==> config.mk <==
export PLATFORM = sky130hd
export DESIGN_NAME = subframe_sequencer
export DESIGN_NICKNAME = d
export VERILOG_FILES = /design/src/rtl/subframe_sequencer.sv
export SDC_FILE = /design/constraint.sdc
export NUM_CORES = 1
export LEC_CHECK = 0
export CORE_UTILIZATION = 30
export DETAILED_ROUTE_END_ITERATION = 6
export HOLD_SLACK_MARGIN = 0.02
export PLACE_DENSITY = 0.6
export SETUP_SLACK_MARGIN = 0.02
export SLEW_MARGIN = 15
export SYNTH_ARGS = -nofsm -noshare
export SYNTH_HDL_FRONTEND = slang
export SYNTH_SLANG_ARGS = --single-unit
==> constraint.sdc <==
create_clock -name iClock -period 2.6 [get_ports iClock]
set_input_delay 0.39 -clock iClock [delete_from_list [all_inputs] [get_ports iClock]]
set_output_delay 0.39 -clock iClock [all_outputs]
set_load 0.02 [all_outputs]
==> src/rtl/subframe_sequencer.sv <==
// Frame-level controller: runs one subframe decoder once per FLAC channel, relocating its
// read addresses and tagging its samples. Optional stall watchdog: SUBFRAME_SEQ_WATCHDOG_EN.
module subframe_sequencer #(
  parameter int MAX_CH      = 8,
  parameter int WDOG_CYCLES = 4096
) (
  input  logic        iClock,
  input  logic        iReset,
  input  logic        iStart,
  input  logic [15:0] iBlockSize,
  input  logic [2:0]  iChannels,
  input  logic [15:0] iFrameBase,
  output logic        oBusy,
  output logic        oDone,
  output logic        oError,
  output logic        oDecReset,
  output logic        oDecEnable,
  output logic [15:0] oDecBlockSize,
  input  logic        iDecSampleValid,
  input  logic [15:0] iDecSample,
  input  logic [15:0] iDecReadAddr,
  output logic [15:0] oRamReadAddr,
  output logic        oSampleValid,
  output logic [15:0] oSample,
  output logic [2:0]  oSampleChannel,
  output logic [15:0] oSampleIndex
);

  // state  | meaning
  // IDLE   | waiting for iStart, decoder held in reset
  // DECRST | one-cycle decoder reset for the current channel
  // RUN    | decoder running, samples tagged and counted
  // NEXT   | move base past the finished subframe, pick next channel
  // FIN    | oDone pulse
  typedef enum logic [2:0] {
    S_IDLE,
    S_DECRST,
    S_RUN,
    S_NEXT,
    S_FIN
  } state_t;

  localparam logic [2:0] CH_LAST = 3'(MAX_CH - 1);

  state_t      state, state_nxt;
  logic [15:0] blk_q;
  logic [15:0] base_q;
  logic [15:0] maxaddr_q;
  logic [15:0] count_q;
  logic [2:0]  nch_q;
  logic [2:0]  ch_q;
  logic        accept;
  logic        last_sample;
  logic        wdog_expire;

  assign accept      = (state == S_RUN) && iDecSampleValid;
  assign last_sample = accept && (count_q == blk_q);

`ifdef SUBFRAME_SEQ_WATCHDOG_EN
  logic [15:0] stall_q;
  logic        err_q;

  // a strobe in the expiry cycle keeps the channel alive
  assign wdog_expire = (state == S_RUN) && !iDecSampleValid &&
                       (stall_q == 16'(WDOG_CYCLES - 1));

  always_ff @(posedge iClock or negedge iReset) begin
    if (!iReset) begin
      stall_q <= 16'd0;
    end else if ((state != S_RUN) || iDecSampleValid) begin
      stall_q <= 16'd0;
    end else begin
      stall_q <= stall_q + 16'd1;
    end
  end

  always_ff @(posedge iClock or negedge iReset) begin
    if (!iReset) begin
      err_q <= 1'b0;
    end else if ((state == S_IDLE) && iStart) begin
      err_q <= 1'b0;
    end else if (wdog_expire) begin
      err_q <= 1'b1;
    end
  end

  assign oError = err_q | wdog_expire;
`else
  // no watchdog: expiry can never fire
  assign wdog_expire = 1'b0 && (WDOG_CYCLES != 0);
  assign oError      = 1'b0;
`endif

  always_ff @(posedge iClock or negedge iReset) begin
    if (!iReset) begin
      state <= S_IDLE;
    end else begin
      state <= state_nxt;
    end
  end

  always_comb begin
    state_nxt  = state;
    oBusy      = 1'b1;
    oDone      = 1'b0;
    oDecReset  = 1'b0;
    oDecEnable = 1'b0;
    case (state)
      S_IDLE: begin
        oBusy     = 1'b0;
        oDecReset = 1'b1;
        if (iStart) state_nxt = S_DECRST;
      end
      S_DECRST: begin
        oDecReset = 1'b1;
        state_nxt = S_RUN;
      end
      S_RUN: begin
        oDecEnable = !wdog_expire;
        if (last_sample) begin
          state_nxt = S_NEXT;
        end else if (wdog_expire) begin
          state_nxt = S_FIN;
        end
      end
      S_NEXT: begin
        state_nxt = (ch_q == nch_q) ? S_FIN : S_DECRST;
      end
      S_FIN: begin
        oDone     = 1'b1;
        state_nxt = S_IDLE;
      end
      default: begin
        state_nxt = S_IDLE;
      end
    endcase
  end

  always_ff @(posedge iClock or negedge iReset) begin
    if (!iReset) begin
      blk_q     <= 16'd0;
      nch_q     <= 3'd0;
      base_q    <= 16'd0;
      ch_q      <= 3'd0;
      count_q   <= 16'd0;
      maxaddr_q <= 16'd0;
    end else begin
      case (state)
        S_IDLE: begin
          if (iStart) begin
            blk_q     <= iBlockSize;
            nch_q     <= (iChannels > CH_LAST) ? CH_LAST : iChannels;
            base_q    <= iFrameBase;
            ch_q      <= 3'd0;
            count_q   <= 16'd0;
            maxaddr_q <= 16'd0;
          end
        end
        S_RUN: begin
          if (iDecReadAddr > maxaddr_q) maxaddr_q <= iDecReadAddr;
          if (accept) count_q <= count_q + 16'd1;
        end
        S_NEXT: begin
          // the next subframe starts right after the highest word this one touched
          base_q    <= base_q + maxaddr_q + 16'd1;
          maxaddr_q <= 16'd0;
          count_q   <= 16'd0;
          if (ch_q != nch_q) ch_q <= ch_q + 3'd1;
        end
        default: begin
        end
      endcase
    end
  end

  always_ff @(posedge iClock or negedge iReset) begin
    if (!iReset) begin
      oSampleValid   <= 1'b0;
      oSample        <= 16'd0;
      oSampleChannel <= 3'd0;
      oSampleIndex   <= 16'd0;
    end else begin
      oSampleValid <= accept;
      if (accept) begin
        oSample        <= iDecSample;
        oSampleChannel <= ch_q;
        oSampleIndex   <= count_q;
      end
    end
  end

  assign oDecBlockSize = blk_q;
  assign oRamReadAddr  = base_q + iDecReadAddr;

endmodule

# == Word level (Yosys, flattened, before mapping) ==
# Cells that the tools add are included.
# word_totals
regBits,109
out_inout_bits,73
elab_cells,61
# classes
add_sub_neg,5
n_lt_le_gt_ge,2
n_eq_ne,12
muxes,19
n_reduce_logical,12
# ops
cell,n
$pmux W16 S3,2
$mux W16,4
$add A16 B1 Y16 const B,2
$add A16 B16 Y16,2
$pmux W16 S2,1
$mux W3,6
$eq A16 B16 Y1,1
$gt A16 B16 Y1,1
$pmux W3 S4,1
$reduce_and A3 Y1,3
$ne A2 B2 Y1 const B,4
$eq A3 B2 Y1 const B,2
$pmux W3 S2,1
$reduce_and A2 Y1,3
$mux W1,4
$add A3 B1 Y3 const B,1
$eq A3 B1 Y1 const B,1
$eq A3 B3 Y1,1
$eq A3 B3 Y1 const B,1
$gt A3 B3 Y1 const B,1
$logic_not A3 Y1,1
$ne A3 B3 Y1,1
$reduce_bool A3 Y1,1
$logic_and A1 B1 Y1,2
other kinds (3),3

# == Logic depth before layout (Yosys ltp) ==
# logic_depth
ltp_word,5
depth_mapped,11
depth_no_buf,10

# == Worst setup path before layout ==
# Ideal clock, no wire load.
# synth_path
path_kind,input to output
startpoint,input iDecReadAddr[0]
endpoint,output oRamReadAddr[12]
arrival_time_ps,2180
t_required_ps,2210
path_slack_ps,30
path_stages,10
path_cell_list,ha_1 > inv_1 > fa_1 > nor2b_1 > o21ai_1 > a21oi_1 > o311ai_1 > a31oi_1 > o22ai_1 > xnor2_1
# synth_between
elab_chain_len,1
# synth_lines
item,line,source
from (decl),21,"input logic [15:0] iDecReadAddr,"
$add A16 B16 Y16,193,assign oRamReadAddr = base_q + iDecReadAddr;
to (decl),22,"output logic [15:0] oRamReadAddr,"
# No other way between the ends.

# == Worst setup path in the final report ==
# layout_path
startpoint,register base_q[0]
endpoint,output oRamReadAddr[14]
# layout_between
elab_chain_len,1
# layout_lines
item,line,source
from (decl),47,logic [15:0] base_q;
from (signal assigned),153,base_q <= iFrameBase;
from (signal assigned),165,base_q <= base_q + maxaddr_q + 16'd1;
$add A16 B16 Y16,193,
# No other way between the ends.

==> results.py <==
metrics = {
    "power": {
        "leakagePower_nw": 4.06,
        "power_density_nw_per_um2": 1260,
        "power_mw": 11.7,
        "ir_worst_vdd_mv": 0.518,
    },
    "critical_path": {
        "cp.depth": 11,
        "crit_arrival_ns": 2.57,
        "crit_chain": "ha_2, inv_2, fa_2, nor2b_2, o21ai_2, a21oi_4, o311ai_4, a31oi_1, nor2b_1, xnor2_1, buf_4",
        "cp_num_buf_inv": 2,
        "slowest_stage": "dfrtp_1",
        "startpoint_type": "flip-flop",
        "end_kind": "primary output",
        "r2r_cells": 9,
        "cp.required_ns": 2.21,
        "crit_family": "compound AO/OA/AOI/OAI gates",
        "crit_type": "reg -> out",
        "worst-path-max-fanout": 3,
        "critical_path.max_stage_delay_ns": 0.38,
    },
    "clock_network": {
        "cts_sinks": 109,
        "h-tree-depth": 3,
        "clk_pin_slew_ns": 0.07,
        "cts.path.max_buffers": 2,
        "cts_tree": "built",
        "clock-root-buffer": "clkbuf_16",
        "insertion_delay_ns": 0.35,
        "cts_buffers": 9,
    },
    "sta": {
        "fin_crit_sh_pct": 114,
        "fin_skew_ns": 0.00653,
        "setup_violations": 10,
        "rsz0062_at_grt": "yes",
        "fin_ws_ns": -0.364,
        "period_needed_ns": 2.96,
        "slew_viol_final": 0,
        "finalHoldViolCount": 0,
        "max_freq_mhz": 337,
    },
    "logic_synthesis": {
        "syn_nets": 759,
        "synth_edf_count": 0,
        "ys_seq_area_share_pct": 41.9,
        "synthTopCellsByArea": "dfrtp_1 (42%), mux2_2 (9.5%), ha_1 (9.2%)",
        "synth_top_area_share_pct": 41.9,
        "async_reset_ff_share_pct": 100,
        "yosysTopAreaCell": "dfrtp_1",
        "yosys_warnings": 0,
        "yosysMostFrequentCell": "dfrtp_1",
        "synth_common_cells": "dfrtp_1 (109), nand2_1 (58), mux2_2 (55), ha_1 (48), xnor2_1 (43)",
        "avgSynthCellArea_um2": 10.2,
        "ys.flop_type": "dfrtp_1",
        "syn_inst": 638,
        "synth.distinct_cells": 56,
        "ys_ff_latch": 109,
        "netlist_area_um2": 6500,
    },
    "placed_design": {
        "place_ws_ns": -1.30,
        "io_buffers": 142,
        "dp_hpwl_um": 12600,
        "place_inst": 1107,
        "gp_congestion": 0.783,
    },
    "drt": {
        "drt_iter0_drc": 194,
        "first_pass_iters": 4,
        "drcViolationCount": 0,
        "routed_wl_um": 17300,
        "vias": 5330,
        "antenna_left": 0,
        "wl_per_cell_um": 15.3,
        "vias_per_cell": 4.73,
    },
    "final_layout": {
        "fill_cells": 2042,
        "antenna_cells": 0,
        "syn2layout_area_growth_pct": 42.3,
        "fin_nets": 969,
        "drive_above_1_share_pct": 24.5,
        "final_core_utilization_pct": 43.7,
        "layoutNonFillerInstCount": 1128,
    },
    "grt": {
        "use_met2_pct": 25.4,
        "grt_antenna_before_repair": 0,
        "grt_pass1_vias": 5212,
        "use_met3_pct": 4.04,
        "grt_use_total_pct": 15.9,
        "use_met1_pct": 21.5,
        "grt_max_degree": 54,
        "grt_pass1_wl_um": 27500,
        "grt.busiest_layer": "met2",
        "grt.overflow.total": 0,
    },
    "die": {
        "die_area_um2": 22300,
        "fp-row-count": 53,
        "die_x_um": 149,
        "die_h_um": 149,
        "pin_count": 144,
        "start_util_pct": 30.8,
        "core_area_um2": 21200,
    },
    "run_status": {
        "outcome": "finished with violations",
        "violations": "setup timing",
    },
    "flow_run": {
        "cap_violations": 0,
    },
    "min_path": {
        "whs_path_depth": 1,
        "min_path_type": "reg -> reg",
    },
}
## metrics by stage
step	cell area [um^2]	setup TNS (ns)	hold WS (ns)
floorplan	6500	0	0.0944
global placement	8770	-12.70	0.350
detailed placement	8770	-13.63	0.351
CTS	9180	-2.26	0.496
global route	9250	-3.82	0.523
finish	9250	-2.41	0.508
## layout by cell type, fill, tap and decap left out, types with 3 or more instances in the layout
cell / Yosys / layout
nand2_1: 58 / 57
o22ai_1: 3 / 3
or2_2: 3 / 3
clkbuf_16: 0 / 9
clkdlybuf4s50_1: 0 / 122
xor2_1: 15 / 15
clkinv_4: 0 / 3
a21oi_1: 39 / 35
o21ai_1: 3 / 3
xnor2_1: 43 / 41
mux2_2: 55 / 55
o21ai_0: 25 / 22
nand4_1: 13 / 13
a31oi_1: 5 / 4
nand2b_1: 6 / 6
dlygate4sd2_1: 0 / 6
o21a_1: 6 / 6
nor2b_1: 11 / 10
nor2_1: 37 / 32
nor3_1: 7 / 5
buf_12: 0 / 3
a21o_1: 9 / 9
mux2i_1: 23 / 23
and3_1: 4 / 3
nand3_1: 11 / 11
inv_1: 36 / 35
or3_1: 4 / 3
ha_2: 0 / 4
ha_1: 48 / 42
a211oi_1: 7 / 7
dfrtp_1: 109 / 109
buf_4: 2 / 90
a21oi_2: 1 / 3
nor2_2: 1 / 5
## registers in the layout, summed over array words and instances, names as in the netlist
register,cells
oSampleIndex,16
maxaddr_q,16
oSample,16
ch_q,3
state,3
count_q,16
base_q,16
oSampleChannel,3
oSampleValid,1
oDecBlockSize,16
nch_q,3
## worst reg2reg max path, delay by kind of cell (launching register included)
kind	cells	cell delay, ns
AOI/OAI and AO/OA	5	0.92
adders and majority gates	1	0.24
buffers and inverters	1	0.15
DFF	1	0.40
muxes	1	0.22
and+or+nand+nor	1	0.35
## logic make-up (layout without fill, tap and decap cells)
family                   count (synthesis)  after routing  share of synthesized area, %
AND/OR/NAND/NOR                        168            168                          12.5
AO/OA/AOI/OAI                          114            114                          10.9
flip-flops                             109            109                          41.9
multiplexers                            78             78                          13.1
buffers and inverters                   60            275                          3.87
XOR/XNOR                                58             58                          7.81
adder cells (fa/ha/maj)                 50             50                          9.85
other                                    1              1                        0.0576
## timing repair
| item | 4_1_cts | 5_1_grt |
|---|---|---|
| buffers inserted | 5 | 3 |
| cloned | 0 | 0 |
| resized for setup | 98 | 17 |
| hold endpoints to repair | 27 | 0 |
| hold buffers | 1 | 0 |
| setup endpoints to repair | 15 | 14 |
| pin swaps | 25 | 15 |
## power by group
part | total [mW] | switching, mW | internal (mW)
clock | 1.46 | 0.669 | 0.788
combinational | 7.39 | 3.73 | 3.66
sequential | 2.84 | 0.517 | 2.32
total | 11.7 | 4.92 | 6.77
## per-layer routing
layer	vias to the layer above	share of wire (%)
met3	7	4.3
met5	-	0
met1	2573	47
li1	2649	-
met2	101	47
met4	0	0.94
## layout make-up
type	instances	area [um^2]	share of cell area [%]
repair buffers	223	2020	21.9
well taps	275	344	3.72
flip-flops and latches	109	2730	29.5
inverters	36	135	1.46
multi-input cells	469	3710	40.1
clock buffers	11	243	2.62
clock inverters	5	67.6	0.730
## path summary, 6_finish.rpt
kind / slack, ns / endpoint / start
min in group asynchronous: 0.53 / oSample[10] / iReset
setup reg to reg: 0.19 / base_q[14] / base_q[4]
hold reg to reg: 0.51 / oSample[15] / oSample[15]
setup / recovery: -0.36 / oRamReadAddr[14] / base_q[0]
max in group asynchronous: 1.30 / maxaddr_q[2] / iReset
hold / removal: 0.51 / oSample[15] / oSample[15]
Note: power is estimated with default switching activity, not from simulation.
